$ cat src/rtl/tdm_demux_1xn_if.sv
// Lane and output bundle for the 1:N TDM demultiplexer.
// The source drives the shared lane and the demux drives the channel outputs.
interface tdm_demux_1xn_if #(
    parameter int N_CH = 4,
    parameter int W    = 8
);
    logic [W-1:0]      din;
    logic              din_valid;
    logic              frame_sync;
    logic [N_CH*W-1:0] dout;
    logic [N_CH-1:0]   dout_valid;
    logic              frame_done;
    logic              locked;
    logic              sync_err;

    modport master (
        output din, din_valid, frame_sync,
        input  dout, dout_valid, frame_done, locked, sync_err
    );

    modport slave (
        input  din, din_valid, frame_sync,
        output dout, dout_valid, frame_done, locked, sync_err
    );
endinterface

$ cat src/rtl/tdm_demux_1xn.sv
// 1:N time-division demultiplexer: locks to frame sync and steers each lane
// beat into its per-channel holding register, flagging framing violations.
module tdm_demux_1xn #(
    parameter int N_CH = 4,
    parameter int W    = 8
) (
    input  logic           clk,
    input  logic           rst,
    tdm_demux_1xn_if.slave bus
);
    localparam int              SW        = $clog2(N_CH);
    localparam logic [SW-1:0]   SLOT_ZERO = {SW{1'b0}};
    localparam logic [SW-1:0]   SLOT_ONE  = SW'(1);
    localparam logic [SW-1:0]   LAST_SLOT = SW'(N_CH - 1);

    typedef enum logic [0:0] {
        ST_HUNT   = 1'b0,
        ST_LOCKED = 1'b1
    } state_t;

    state_t            state_r;
    logic [SW-1:0]     slot_r;
    logic [N_CH*W-1:0] dout_r;
    logic [N_CH-1:0]   dout_valid_r;
    logic              frame_done_r;
    logic              locked_r;
    logic              sync_err_r;

    logic              accept_s;
    logic [N_CH-1:0]   tgt_sel_s;

    function automatic logic [N_CH-1:0] slot_onehot(input logic [SW-1:0] s);
        logic [N_CH-1:0] oh;
        oh = {N_CH{1'b0}};
        for (int i = 0; i < N_CH; i++) begin
            if (SW'(i) == s) begin
                oh[i] = 1'b1;
            end else begin
                oh[i] = 1'b0;
            end
        end
        return oh;
    endfunction

    // Decode which channel this beat targets and whether it is captured at all.
    // A sync beat always lands in ch0, even when it arrives early.
    always_comb begin
        tgt_sel_s = {N_CH{1'b0}};
        accept_s  = 1'b0;
        if (bus.frame_sync) begin
            tgt_sel_s = slot_onehot(SLOT_ZERO);
        end else begin
            tgt_sel_s = slot_onehot(slot_r);
        end
        case (state_r)
            ST_HUNT:   accept_s = bus.din_valid & bus.frame_sync;
            ST_LOCKED: accept_s = bus.din_valid & (bus.frame_sync | (slot_r != SLOT_ZERO));
            default:   accept_s = 1'b0;
        endcase
    end

    // Framing FSM, slot counter, holding registers and registered strobes.
    always_ff @(posedge clk) begin
        if (rst) begin
            state_r      <= ST_HUNT;
            slot_r       <= SLOT_ZERO;
            dout_r       <= {(N_CH*W){1'b0}};
            dout_valid_r <= {N_CH{1'b0}};
            frame_done_r <= 1'b0;
            locked_r     <= 1'b0;
            sync_err_r   <= 1'b0;
        end else begin
            dout_valid_r <= accept_s ? tgt_sel_s : {N_CH{1'b0}};
            frame_done_r <= 1'b0;
            sync_err_r   <= 1'b0;
            for (int i = 0; i < N_CH; i++) begin
                if (accept_s && tgt_sel_s[i]) begin
                    dout_r[i*W +: W] <= bus.din;
                end
            end
            if (bus.din_valid) begin
                case (state_r)
                    ST_HUNT: begin
                        if (bus.frame_sync) begin
                            state_r  <= ST_LOCKED;
                            locked_r <= 1'b1;
                            slot_r   <= SLOT_ONE;
                        end
                    end
                    ST_LOCKED: begin
                        if (bus.frame_sync) begin
                            // Early sync abandons the partial frame and restarts at slot 1.
                            sync_err_r <= (slot_r != SLOT_ZERO);
                            slot_r     <= SLOT_ONE;
                        end else if (slot_r == SLOT_ZERO) begin
                            sync_err_r <= 1'b1;
                            state_r    <= ST_HUNT;
                            locked_r   <= 1'b0;
                        end else begin
                            frame_done_r <= (slot_r == LAST_SLOT);
                            slot_r       <= (slot_r == LAST_SLOT) ? SLOT_ZERO : slot_r + SLOT_ONE;
                        end
                    end
                    default: begin
                        state_r  <= ST_HUNT;
                        locked_r <= 1'b0;
                        slot_r   <= SLOT_ZERO;
                    end
                endcase
            end
        end
    end

    assign bus.dout       = dout_r;
    assign bus.dout_valid = dout_valid_r;
    assign bus.frame_done = frame_done_r;
    assign bus.locked     = locked_r;
    assign bus.sync_err   = sync_err_r;
endmodule

$ cat src/flat_wrapper.sv
// flat-port wrapper written by rule: the top's interface ports become plain ports
module tdm_demux_1xn_flat 
#(
    parameter int N_CH = 4,
    parameter int W    = 8
)
  (clk, rst, bus_din, bus_din_valid, bus_frame_sync, bus_dout, bus_dout_valid, bus_frame_done, bus_locked, bus_sync_err);
  tdm_demux_1xn_if #(.N_CH(N_CH), .W(W)) bus_i ();
  input  logic clk;
  input  logic rst;
  input wire logic [$bits(bus_i.din)-1:0] bus_din;
  input wire logic [$bits(bus_i.din_valid)-1:0] bus_din_valid;
  input wire logic [$bits(bus_i.frame_sync)-1:0] bus_frame_sync;
  output wire logic [$bits(bus_i.dout)-1:0] bus_dout;
  output wire logic [$bits(bus_i.dout_valid)-1:0] bus_dout_valid;
  output wire logic [$bits(bus_i.frame_done)-1:0] bus_frame_done;
  output wire logic [$bits(bus_i.locked)-1:0] bus_locked;
  output wire logic [$bits(bus_i.sync_err)-1:0] bus_sync_err;
  assign bus_i.din = bus_din;
  assign bus_i.din_valid = bus_din_valid;
  assign bus_i.frame_sync = bus_frame_sync;
  assign bus_dout = bus_i.dout;
  assign bus_dout_valid = bus_i.dout_valid;
  assign bus_frame_done = bus_i.frame_done;
  assign bus_locked = bus_i.locked;
  assign bus_sync_err = bus_i.sync_err;
  tdm_demux_1xn #(.N_CH(N_CH), .W(W)) u_core (.clk(clk), .rst(rst), .bus(bus_i));
endmodule
$ cat config.mk
export PLATFORM = sky130hd
export DESIGN_NAME = tdm_demux_1xn_flat
export DESIGN_NICKNAME = d
export VERILOG_FILES = /design/src/rtl/tdm_demux_1xn_if.sv /design/src/rtl/tdm_demux_1xn.sv /design/src/flat_wrapper.sv
export SDC_FILE = /design/constraint.sdc
export NUM_CORES = 1
export LEC_CHECK = 0
export ABC_AREA = 1
export BUFFER_PORTS_ARGS = -buffer_cell sky130_fd_sc_hd__buf_4
export CAP_MARGIN = 15
export CELL_PAD_IN_SITES_DETAIL_PLACEMENT = 2
export CELL_PAD_IN_SITES_GLOBAL_PLACEMENT = 2
export CORE_MARGIN = 1
export CORE_UTILIZATION = 30
export DETAILED_ROUTE_END_ITERATION = 8
export PLACE_DENSITY_LB_ADDON = 0.1
export RECOVER_POWER = 100
export SYNTH_ARGS = -nofsm -noshare
export SYNTH_HDL_FRONTEND = slang
export SYNTH_SLANG_ARGS = --single-unit
$ cat constraint.sdc
create_clock -name clk -period 2.72 [get_ports clk]
set_clock_uncertainty 0.05 [all_clocks]
set_input_delay 0.544 -clock clk [delete_from_list [all_inputs] [get_ports clk]]
set_output_delay 0.544 -clock clk [all_outputs]
set_load 0.05 [all_outputs]
==> out/qor.yml <==
run_status:
  status: "completed"
clock_tree:
  cts_setup_buffers: 0
  cts.path.max_buffers: 2
  tritoncts: "built"
  cts.sinks: 42
  root_buffer: "clkbuf_8"
  clock_latency_ns: 0.30
  htreeDepth: 2
  ctsHoldBuffers: 0
  post_cts_resized: 0
  cts_buffers: 5
  cts.clk_slew.worst_paths_ns: 0.08
worst_setup_path:
  critPathCaptureType: "flip-flop"
  worstPathArrival_ns: 2.23
  crit_type: "reg -> reg"
  startpoint_type: "flip-flop"
  crit_path_max_fanout: 38
  cp.required_ns: 2.91
  regToRegSetupSlack_ns: 0.68
  worst_r2r_path_depth: 8
cells_and_area:
  syn_to_final_growth_pct: 17.37
  n_fill_cell: 847
  drive_above_1_share_pct: 8.757
  nets: 371
  post-route-util_pct: 36.30
  diodes: 0
placement:
  gp_congestion: 0.7224
  numPortBuffers: 50
  hpwl_mm: 4.401
floorplan:
  die_h_microns: 85.46
  start_util_pct: 30.93
  ios: 51
  row_count: 30
  core_sq_um: 6756
  die_area_sq_um: 7303
  die_w_microns: 85.46
timing:
  tightest_slew_ns: 0.8365
  fin_crit_sh_pct: 75.09
  fin_tns_setup_ns: 0
  slew_violations: 0
  hold_violations: 0
  layout_min_cycle_time_ns: 2.043
  rsz0062_at_grt: "false"
  setup_viol: 0
  slew_headroom_pct: 44.24
  max_freq_ghz: 0.4896
power_and_ir_drop:
  power_frac_clock_pct: 34.0
  p_leak_nw: 1.145
  power.switching_mw: 0.3727
  seqPwrFrac_pct: 50.7
  swShare_pct: 29.71
  p_comb_share_pct: 15.3
  fin_total_pwr_mw: 1.254
  p_int_mw: 0.8816
  vdd_drop_max_v: 0.0001781
  powerDensity_nw_per_um2: 511.5
drt:
  wl_mm: 5.800
  highest_layer: "met4"
  drt-pass1-iter-count: 4
  met1_length_mm: 2.610
  num_vias: 1973
  dr_wl_met3_microns: 210
  met2_length_mm: 2.894
  routedWlPerCell_microns: 13.36
  route.detailed.drc: 0
  drt_iter0_markers: 60
  ant_nets: 0
  avgViaCountPerCell: 4.546
synth:
  synthesis.nets: 323
  synth_cells: 305
  ys_types: 21
  ys_seq_elements: 42
  yosys_warnings: 0
  postSynthAreaPerCell_sq_um: 6.851
  synth-seq-area-share_pct: 40.24
  syn_area_sq_um: 2090
run:
  drv_cap: 0
grt:
  track_usage_pct: 17.64
  grt_max_degree: 39
  grt_pass1_wl_mm: 10.01
  grt_overflow: 0
  first_global_vias: 2124
  antenna_found_initial: 0
worst_hold_path:
  hp-class: "in -> reg"
  hold_depth: 2
layout make-up:
type	instances	area [sq um]	share of cell area, %
Multi-Input combinational cell	167	847.1	34.54
Sequential cell	42	840.8	34.29
Timing Repair Buffer	53	257.7	10.51
Clock inverter	1	5.005	0.2041
Inverter	84	315.3	12.86
Clock buffer	7	86.33	3.520
Tap cell	80	100.1	4.082
state kept, by name (all words and copies together), names as in the netlist:
signal / cells
u_core.bus.frame_done: 1
u_core.state_r: 1
u_core.bus.sync_err: 1
u_core.bus.locked: 1
u_core.bus.dout: 32
u_core.slot_r: 2
u_core.bus.dout_valid: 4
Yosys cell counts:
cell type  count  area share [%]
nor4_1         1            0.30
o21ai_1        1            0.24
dfxtp_1       42              40
buf_2          3            0.72
buf_6          4             2.2
nor2_4         1            0.54
clkbuf_1       3            0.54
ha_1           6             3.6
nand3_4        4             3.4
a21oi_1        1            0.24
nor2_2         4             1.2
o31ai_1        1            0.36
inv_2          2            0.36
nand2_1       71              13
nor2_1        40             7.2
inv_1         80              14
clkinv_1       2            0.36
buf_4          2            0.72
nand3_1        4            0.96
o21ai_0        1            0.24
nand4_1       32             9.6
worst max-delay path, cell delays in order, from the launching register on:
cell and delay [ns]:
dfxtp_1 0.38, inv_1 0.11, ha_1 0.21, nand2_1 0.06, clkbuf_2 0.64, nand3_4 0.24, nand2_1 0.14, inv_1 0.05
nor2_1 0.09
power groups by stage:
stage,combinational (mW),sequential (mW),clock [mW]
6_report,0.192,0.636,0.426
5_1_grt,0.213,0.639,0.468
4_1_cts,0.207,0.637,0.455
3_5_place_dp,0.206,0.652,0
3_3_place_gp,0.200,0.652,0
2_1_floorplan,0.105,0.694,0
cell families (layout without fill, tap and decap cells):
kind of cell	Yosys count	after routing	share of synthesized area, %
flip-flops	42	42	40.24
AO/OA/AOI/OAI	4	4	1.077
AND/OR/NAND/NOR	157	157	35.87
buffers and inverters	96	145	19.22
adder cells (fa/ha/maj)	6	6	3.593
cells in the final DEF (no fill, tap or decap):
| cell | count |
|---|---|
| inv_1 | 80 |
| nand2_1 | 71 |
| dfxtp_1 | 42 |
| clkbuf_1 | 41 |
| nor2_1 | 40 |
| nand4_1 | 32 |
| buf_4 | 11 |
| ha_1 | 6 |
| clkbuf_8 | 6 |
| nor2_2 | 4 |
| nand3_4 | 4 |
| nand3_1 | 4 |
| inv_2 | 2 |
| clkinv_1 | 2 |
| o21ai_0 | 2 |
| nor2_4 | 1 |
| o31ai_1 | 1 |
| nor4_1 | 1 |
| a21oi_1 | 1 |
| clkinv_2 | 1 |
| clkbuf_2 | 1 |
| buf_12 | 1 |
through the flow:
step | std cells | setup WS [ns] | cell area (sq um) | hold WS (ns)
after floorplan | 305 | 1.227 | 2090 | 0.4339
after global placement | 426 | 0.8970 | 2514 | 0.4093
after detailed placement | 426 | 0.8050 | 2514 | 0.4190
after CTS | 434 | 0.8842 | 2605 | 0.4048
after global routing | 434 | 0.4411 | 2452 | 0.4256
final | 434 | 0.6775 | 2452 | 0.4144
per-layer routing:
| metal | up-vias | GRT usage, % |
|---|---|---|
| met5 | - | 0 |
| met1 | 927 | 20.73 |
| met2 | 37 | 32.00 |
| li1 | 1001 | - |
| met4 | 0 | 5.303 |
| met3 | 8 | 3.794 |
final timing paths:
| path | from | endpoint |
|---|---|---|
| max | u_core.slot_r[0]$_SDFFE_PP0P_ | u_core.bus.dout[15]$_SDFFE_PP0P_ |
| min | bus_din_valid | u_core.state_r$_SDFFE_PP0P_ |
| max reg2reg | u_core.slot_r[0]$_SDFFE_PP0P_ | u_core.bus.dout[15]$_SDFFE_PP0P_ |
| min reg2reg | u_core.bus.locked$_SDFFE_PP0P_ | u_core.bus.locked$_SDFFE_PP0P_ |
(Power assumes the default switching activity.)
